--- src/rtl/payment_validator_pkg.sv ---
// payment_validator_pkg: shared state encoding, coin encodings, credit width and coin decode.
package payment_validator_pkg;
    localparam int CREDIT_W = 6;
    localparam logic [1:0] COIN_1  = 2'b00;
    localparam logic [1:0] COIN_2  = 2'b01;
    localparam logic [1:0] COIN_5  = 2'b10;
    localparam logic [1:0] COIN_10 = 2'b11;
    typedef enum logic [2:0] {IDLE, COLLECT, PAID, REJECT, WAIT_CLEAR} state_t;
    function automatic logic [CREDIT_W-1:0] coin_value(input logic [1:0] v);
        return v == COIN_1 ? 6'd1 : v == COIN_2 ? 6'd2 : v == COIN_5 ? 6'd5 : 6'd10;
    endfunction
endpackage

--- src/rtl/payment_timer.sv ---
// payment_timer: clearable free-running counter flagging TIMEOUT-1 as terminal count.
//   clk, rst : clock, synchronous active-high reset
//   clr      : forces the count to zero on the next edge, otherwise it increments
//   tc       : high while the registered count equals TIMEOUT-1
module payment_timer #(
    parameter int TIMEOUT = 20
) (
    input  logic clk,
    input  logic rst,
    input  logic clr,
    output logic tc
);
    localparam logic [7:0] TC_VAL = 8'(TIMEOUT - 1);
    logic [7:0] cnt_q, cnt_d;
    always_comb cnt_d = clr ? 8'd0 : cnt_q + 8'd1;
    always_ff @(posedge clk) cnt_q <= rst ? 8'd0 : cnt_d;
    assign tc = cnt_q == TC_VAL;
endmodule

--- src/rtl/payment_validator.sv ---
// payment_validator: toll-barrier payment FSM with saturating credit accumulator.
//   CLK, RST      : clock, synchronous active-high reset
//   DCE           : vehicle present at entry barrier
//   COIN/COIN_VAL : single-cycle coin strobe and its denomination
//   ACK           : controller acknowledge, releases PAID/REJECT
//   POK/PNOK      : registered accept/reject levels
//   CHANGE        : overpayment while POK, only when PAYMENT_VALIDATOR_CHANGE_EN is defined
//   CREDIT        : accumulated credit
module payment_validator
    import payment_validator_pkg::*;
#(
    parameter int FARE    = 7,
    parameter int TIMEOUT = 20
) (
    input  logic                CLK,
    input  logic                RST,
    input  logic                DCE,
    input  logic                COIN,
    input  logic [1:0]          COIN_VAL,
    input  logic                ACK,
    output logic                POK,
    output logic                PNOK,
    output logic [CREDIT_W-1:0] CHANGE,
    output logic [CREDIT_W-1:0] CREDIT
);
    localparam logic [CREDIT_W-1:0] FARE_C = CREDIT_W'(FARE);
    state_t state_q, state_d;
    logic [CREDIT_W-1:0] credit_q, credit_d;
    logic pok_q, pok_d, pnok_q, pnok_d;
    logic [CREDIT_W:0] sum;
    logic tc;

    payment_timer #(.TIMEOUT(TIMEOUT)) u_timer (
        .clk (CLK),
        .rst (RST),
        .clr (state_q != COLLECT),
        .tc  (tc)
    );

    always_comb begin
        sum = {1'b0, credit_q} + {1'b0, COIN ? coin_value(COIN_VAL) : 6'd0};
        state_d = state_q;
        credit_d = credit_q;
        pok_d = pok_q;
        pnok_d = pnok_q;
        case (state_q)
            IDLE: if (DCE) begin
                state_d = COLLECT;
                credit_d = '0;
            end
            COLLECT: if (!DCE) begin
                state_d = IDLE;
                credit_d = '0;
            end else begin
                credit_d = sum[CREDIT_W] ? '1 : sum[CREDIT_W-1:0];
                // a completing coin is checked before the timeout so it wins on the last cycle
                if (sum >= {1'b0, FARE_C}) begin
                    state_d = PAID;
                    pok_d = 1'b1;
                end else if (tc) begin
                    state_d = REJECT;
                    pnok_d = 1'b1;
                end
            end
            PAID, REJECT: if (ACK) begin
                state_d = WAIT_CLEAR;
                credit_d = '0;
                pok_d = 1'b0;
                pnok_d = 1'b0;
            end
            WAIT_CLEAR: begin
                credit_d = '0;
                if (!DCE) state_d = IDLE;
            end
            default: state_d = IDLE;
        endcase
    end

    always_ff @(posedge CLK) begin
        if (RST) begin
            state_q <= IDLE;
            credit_q <= '0;
            pok_q <= 1'b0;
            pnok_q <= 1'b0;
        end else begin
            state_q <= state_d;
            credit_q <= credit_d;
            pok_q <= pok_d;
            pnok_q <= pnok_d;
        end
    end

    assign POK = pok_q;
    assign PNOK = pnok_q;
    assign CREDIT = credit_q;
`ifdef PAYMENT_VALIDATOR_CHANGE_EN
    assign CHANGE = state_q == PAID ? credit_q - FARE_C : '0;
`else
    assign CHANGE = '0;
`endif
endmodule

--- config.mk ---
export PLATFORM = sky130hd
export DESIGN_NAME = payment_validator
export DESIGN_NICKNAME = d
export VERILOG_FILES = /design/src/rtl/payment_validator_pkg.sv /design/src/rtl/payment_timer.sv /design/src/rtl/payment_validator.sv
export SDC_FILE = /design/constraint.sdc
export NUM_CORES = 1
export LEC_CHECK = 0
export ABC_CLOCK_PERIOD_IN_PS = 1900
export BUFFER_PORTS_ARGS = -buffer_cell sky130_fd_sc_hd__clkbuf_2
export CORE_UTILIZATION = 40
export CTS_BUF_LIST = sky130_fd_sc_hd__clkbuf_2 sky130_fd_sc_hd__clkbuf_4 sky130_fd_sc_hd__clkbuf_8
export DETAILED_ROUTE_END_ITERATION = 10
export SLEW_MARGIN = 15
export SYNTH_ARGS = -nofsm -noshare
export SYNTH_HDL_FRONTEND = slang
export SYNTH_HIERARCHICAL = 1
export SYNTH_SLANG_ARGS = --single-unit
--- constraint.sdc ---
create_clock -name CLK -period 1.9 [get_ports CLK]
set_input_delay 0.285 -clock CLK [delete_from_list [all_inputs] [get_ports CLK]]
set_output_delay 0.285 -clock CLK [all_outputs]
set_load 0.02 [all_outputs]
==> run summary <==
Startpoint types: flip-flop
Max VDD drop: 0.331 mV
Worst-path clk slew: 0.12 ns
Final Max Tran Viols: 0
Hold_sp: RST
Post-route ant nets: 0
Max Clock Freq: 541 MHz
# setup viols final: 0
Post-layout min period: 1.85 ns
P_leak: 0.554 nW
Drt first pass iters: 7
Hold WC Path Type: in -> reg
NumNets Final: 181
Worst Reg2Reg Path Length in Cells: 7
Initial Util: 0.436
Required @ worst endpoint: 2.11 ns
CORE AREA: 0.00283 mm²
RR Startpoint: CREDIT[0]
Cells after Synth: 146
Distinct cells, synth: 49
Max Cap Violations: 0
RD Place Congestion: 0.770
Avg Inst Size Synth: 8.44 µm²
Initial antenna violation count: 0
Seq cells post-synth: 19
Root Driver: clkbuf_4
Largest net degree at the start of global routing: 12
Via count: 1092
# H-tree levels: 1
Worst-Skew Late Latency: 0.30 ns
Wire per inst: 14.0 µm
Period Utilization, post-route: 0.973
Num CTS Buffers: 3
Final setup TNS: 0 ns
Final WL: 2770 µm
WHS Endpoint: CREDIT[5]
# port buffers: 14
Layout cells sized above 1: 0.265
CTS tree: done
Seq/Total Area, Yosys: 0.309
Final core occ: 0.503
Setup Skew: 0.00876 ns
Synthesized cell area: 0.00123 mm²
Post-synth EDFFs: 0
Global Route Usage Sum: 0.180
Critical Path AT: 2.06 ns
Failing checks: DRC
Antenna Diode Count: 0
Iter 0 DRT Violations: 29
Via-per-instance ratio: 5.54
Crit path kind: reg -> reg
Final hold vios: 0
Worst Path Max Fanout: 3
Die height: 57.5 µm
I/O pins: 21
Crit. End Element: flip-flop
Die area: 0.00331 mm²
Status: finished, violations left
Internal reg-to-reg setup slack: 0.05 ns
Dpl hpwl: 2120 µm
Cell count of the worst hold path: 2
Rows: 19
PwrDens: 532 mW/mm²
Clk sink count: 19
Post-synth ARST share: 0
Die W: 57.5 µm
Remaining Overflow, GRT: 0
First-pass GRT wire length: 4590 µm
Drt drc: 2
Top_reg_cell synth: dfxtp_1
Number of global-route vias before repair: 1063
Area delta synth->final: 15.4%
Reg2reg end: PNOK
Yosys Warn Count: 6
Clock Path Buffers: 2
## layout make-up
| cell class | count | area, µm² |
|---|---|---|
| clock inverters | 1 | 5.00 |
| fillers | 288 | 1410 |
| flip-flops and latches | 19 | 384 |
| clock buffers | 3 | 22.5 |
| well taps | 31 | 38.8 |
| repair buffers | 21 | 123 |
| inverters | 10 | 38.8 |
| multi-input cells | 112 | 811 |
## routing by layer
layer	global-route usage	share of wire	vias to the layer above
li1	-	-	548
met1	0.234	0.48	519
met2	0.289	0.48	19
met3	0.0295	0.027	6
met4	0.0871	0.017	0
met5	0	0	-
## through the flow
stage / area [µm²] / instances / hold slack, ns / worst slack [ns] / power, W
finish: 1420 / 197 / 0.331 / 0.0504 / 0.000757
floorplan: 1250 / 151 / 0.445 / 0.00169 / 0.000523
detailed placement: 1330 / 192 / 0.468 / -0.267 / 0.000546
global placement: 1330 / 192 / 0.463 / -0.219 / 0.000543
CTS: 1370 / 197 / 0.325 / 0.00372 / 0.000759
global route: 1420 / 197 / 0.356 / -0.0153 / 0.000797
## logic make-up after synthesis
family,Yosys count,share of synthesized area
other cells,1,0.00304
compound gates,40,0.236
simple gates,55,0.252
buf+inv,20,0.0954
fa+ha+maj,7,0.0772
xor+xnor,4,0.0284
flops,19,0.309
## registers in the layout, summed over array words and instances, names as in the netlist
| register | count |
|---|---|
| PNOK | 1 |
| state_q | 3 |
| POK | 1 |
| CREDIT | 6 |
| u_timer/cnt_q | 8 |
## timing repair
item / 4_1_cts / 5_1_grt
hold buffers: 0 / 0
pin swaps: 0 / 7
buffers inserted: 1 / 0
setup endpoints to repair: 3 / 7
resized for setup: 2 / 14
## worst max path at each step
| stage | start | end | slack, ns | cells past startpoint |
|---|---|---|---|---|
| final | CREDIT[0] | PNOK | 0.05 | 7 |
| after global routing | CREDIT[0] | state_q[0] | -0.02 | 7 |
| after CTS | CREDIT[0] | PNOK | 0.004 | 7 |
| after detailed placement | COIN | state_q[0] | -0.27 | 9 |
| after global placement | COIN | state_q[0] | -0.22 | 9 |
| after floorplan | COIN | PNOK | 0.002 | 8 |
## critical path, cell delays in order (launching register included)
cell,delay [ns]
dfxtp_4,0.38
ha_4,0.13
inv_2,0.04
fa_2,0.48
nand4b_1,0.20
o2111a_1,0.15
and3_1,0.15
a32o_1,0.23
## cell usage after synthesis (2+ instances only)
library cell  count  area [µm²]
dfxtp_1          19         380
nor2_1           14        52.6
a21oi_1          11        55.1
o21ai_0           9        45.0
inv_1             8        30.0
nand2_1           8        30.0
buf_4             7        52.6
ha_1              6        75.1
nand2b_1          5        31.3
and2_1            4        25.0
nand3_1           4        20.0
nand3b_1          3        22.5
or3_1             3        18.8
xnor2_1           3        26.3
a211oi_1          2        15.0
a21o_1            2        15.0
and3_1            2        12.5
buf_6             2        22.5
nand4b_1          2        17.5
nor2b_1           2        12.5
o21a_1            2        15.0
## cell usage in the layout, fill, tap and decap left out, types with 3 or more instances in the layout
cell type | netlist | routed
dfxtp_1 | 19 | 18
inv_1 | 8 | 7
or3_1 | 3 | 3
o21ai_0 | 9 | 6
nand3_1 | 4 | 4
xnor2_1 | 3 | 3
clkbuf_2 | 0 | 14
nand3b_1 | 3 | 3
and2_1 | 4 | 3
clkbuf_4 | 0 | 3
nor2_1 | 14 | 14
buf_4 | 7 | 7
nand2b_1 | 5 | 4
ha_1 | 6 | 5
nand2_1 | 8 | 8
conb_1 | 1 | 6
a21oi_1 | 11 | 9
## where the power goes
part / total (W) / internal [W] / switching (W)
clock: 0.000209 / 0.0000785 / 0.000131
combinational: 0.000132 / 0.0000507 / 0.0000812
sequential: 0.000415 / 0.000406 / 0.00000949
total: 0.000757 / 0.000535 / 0.000222
(Power assumes the default switching activity.)
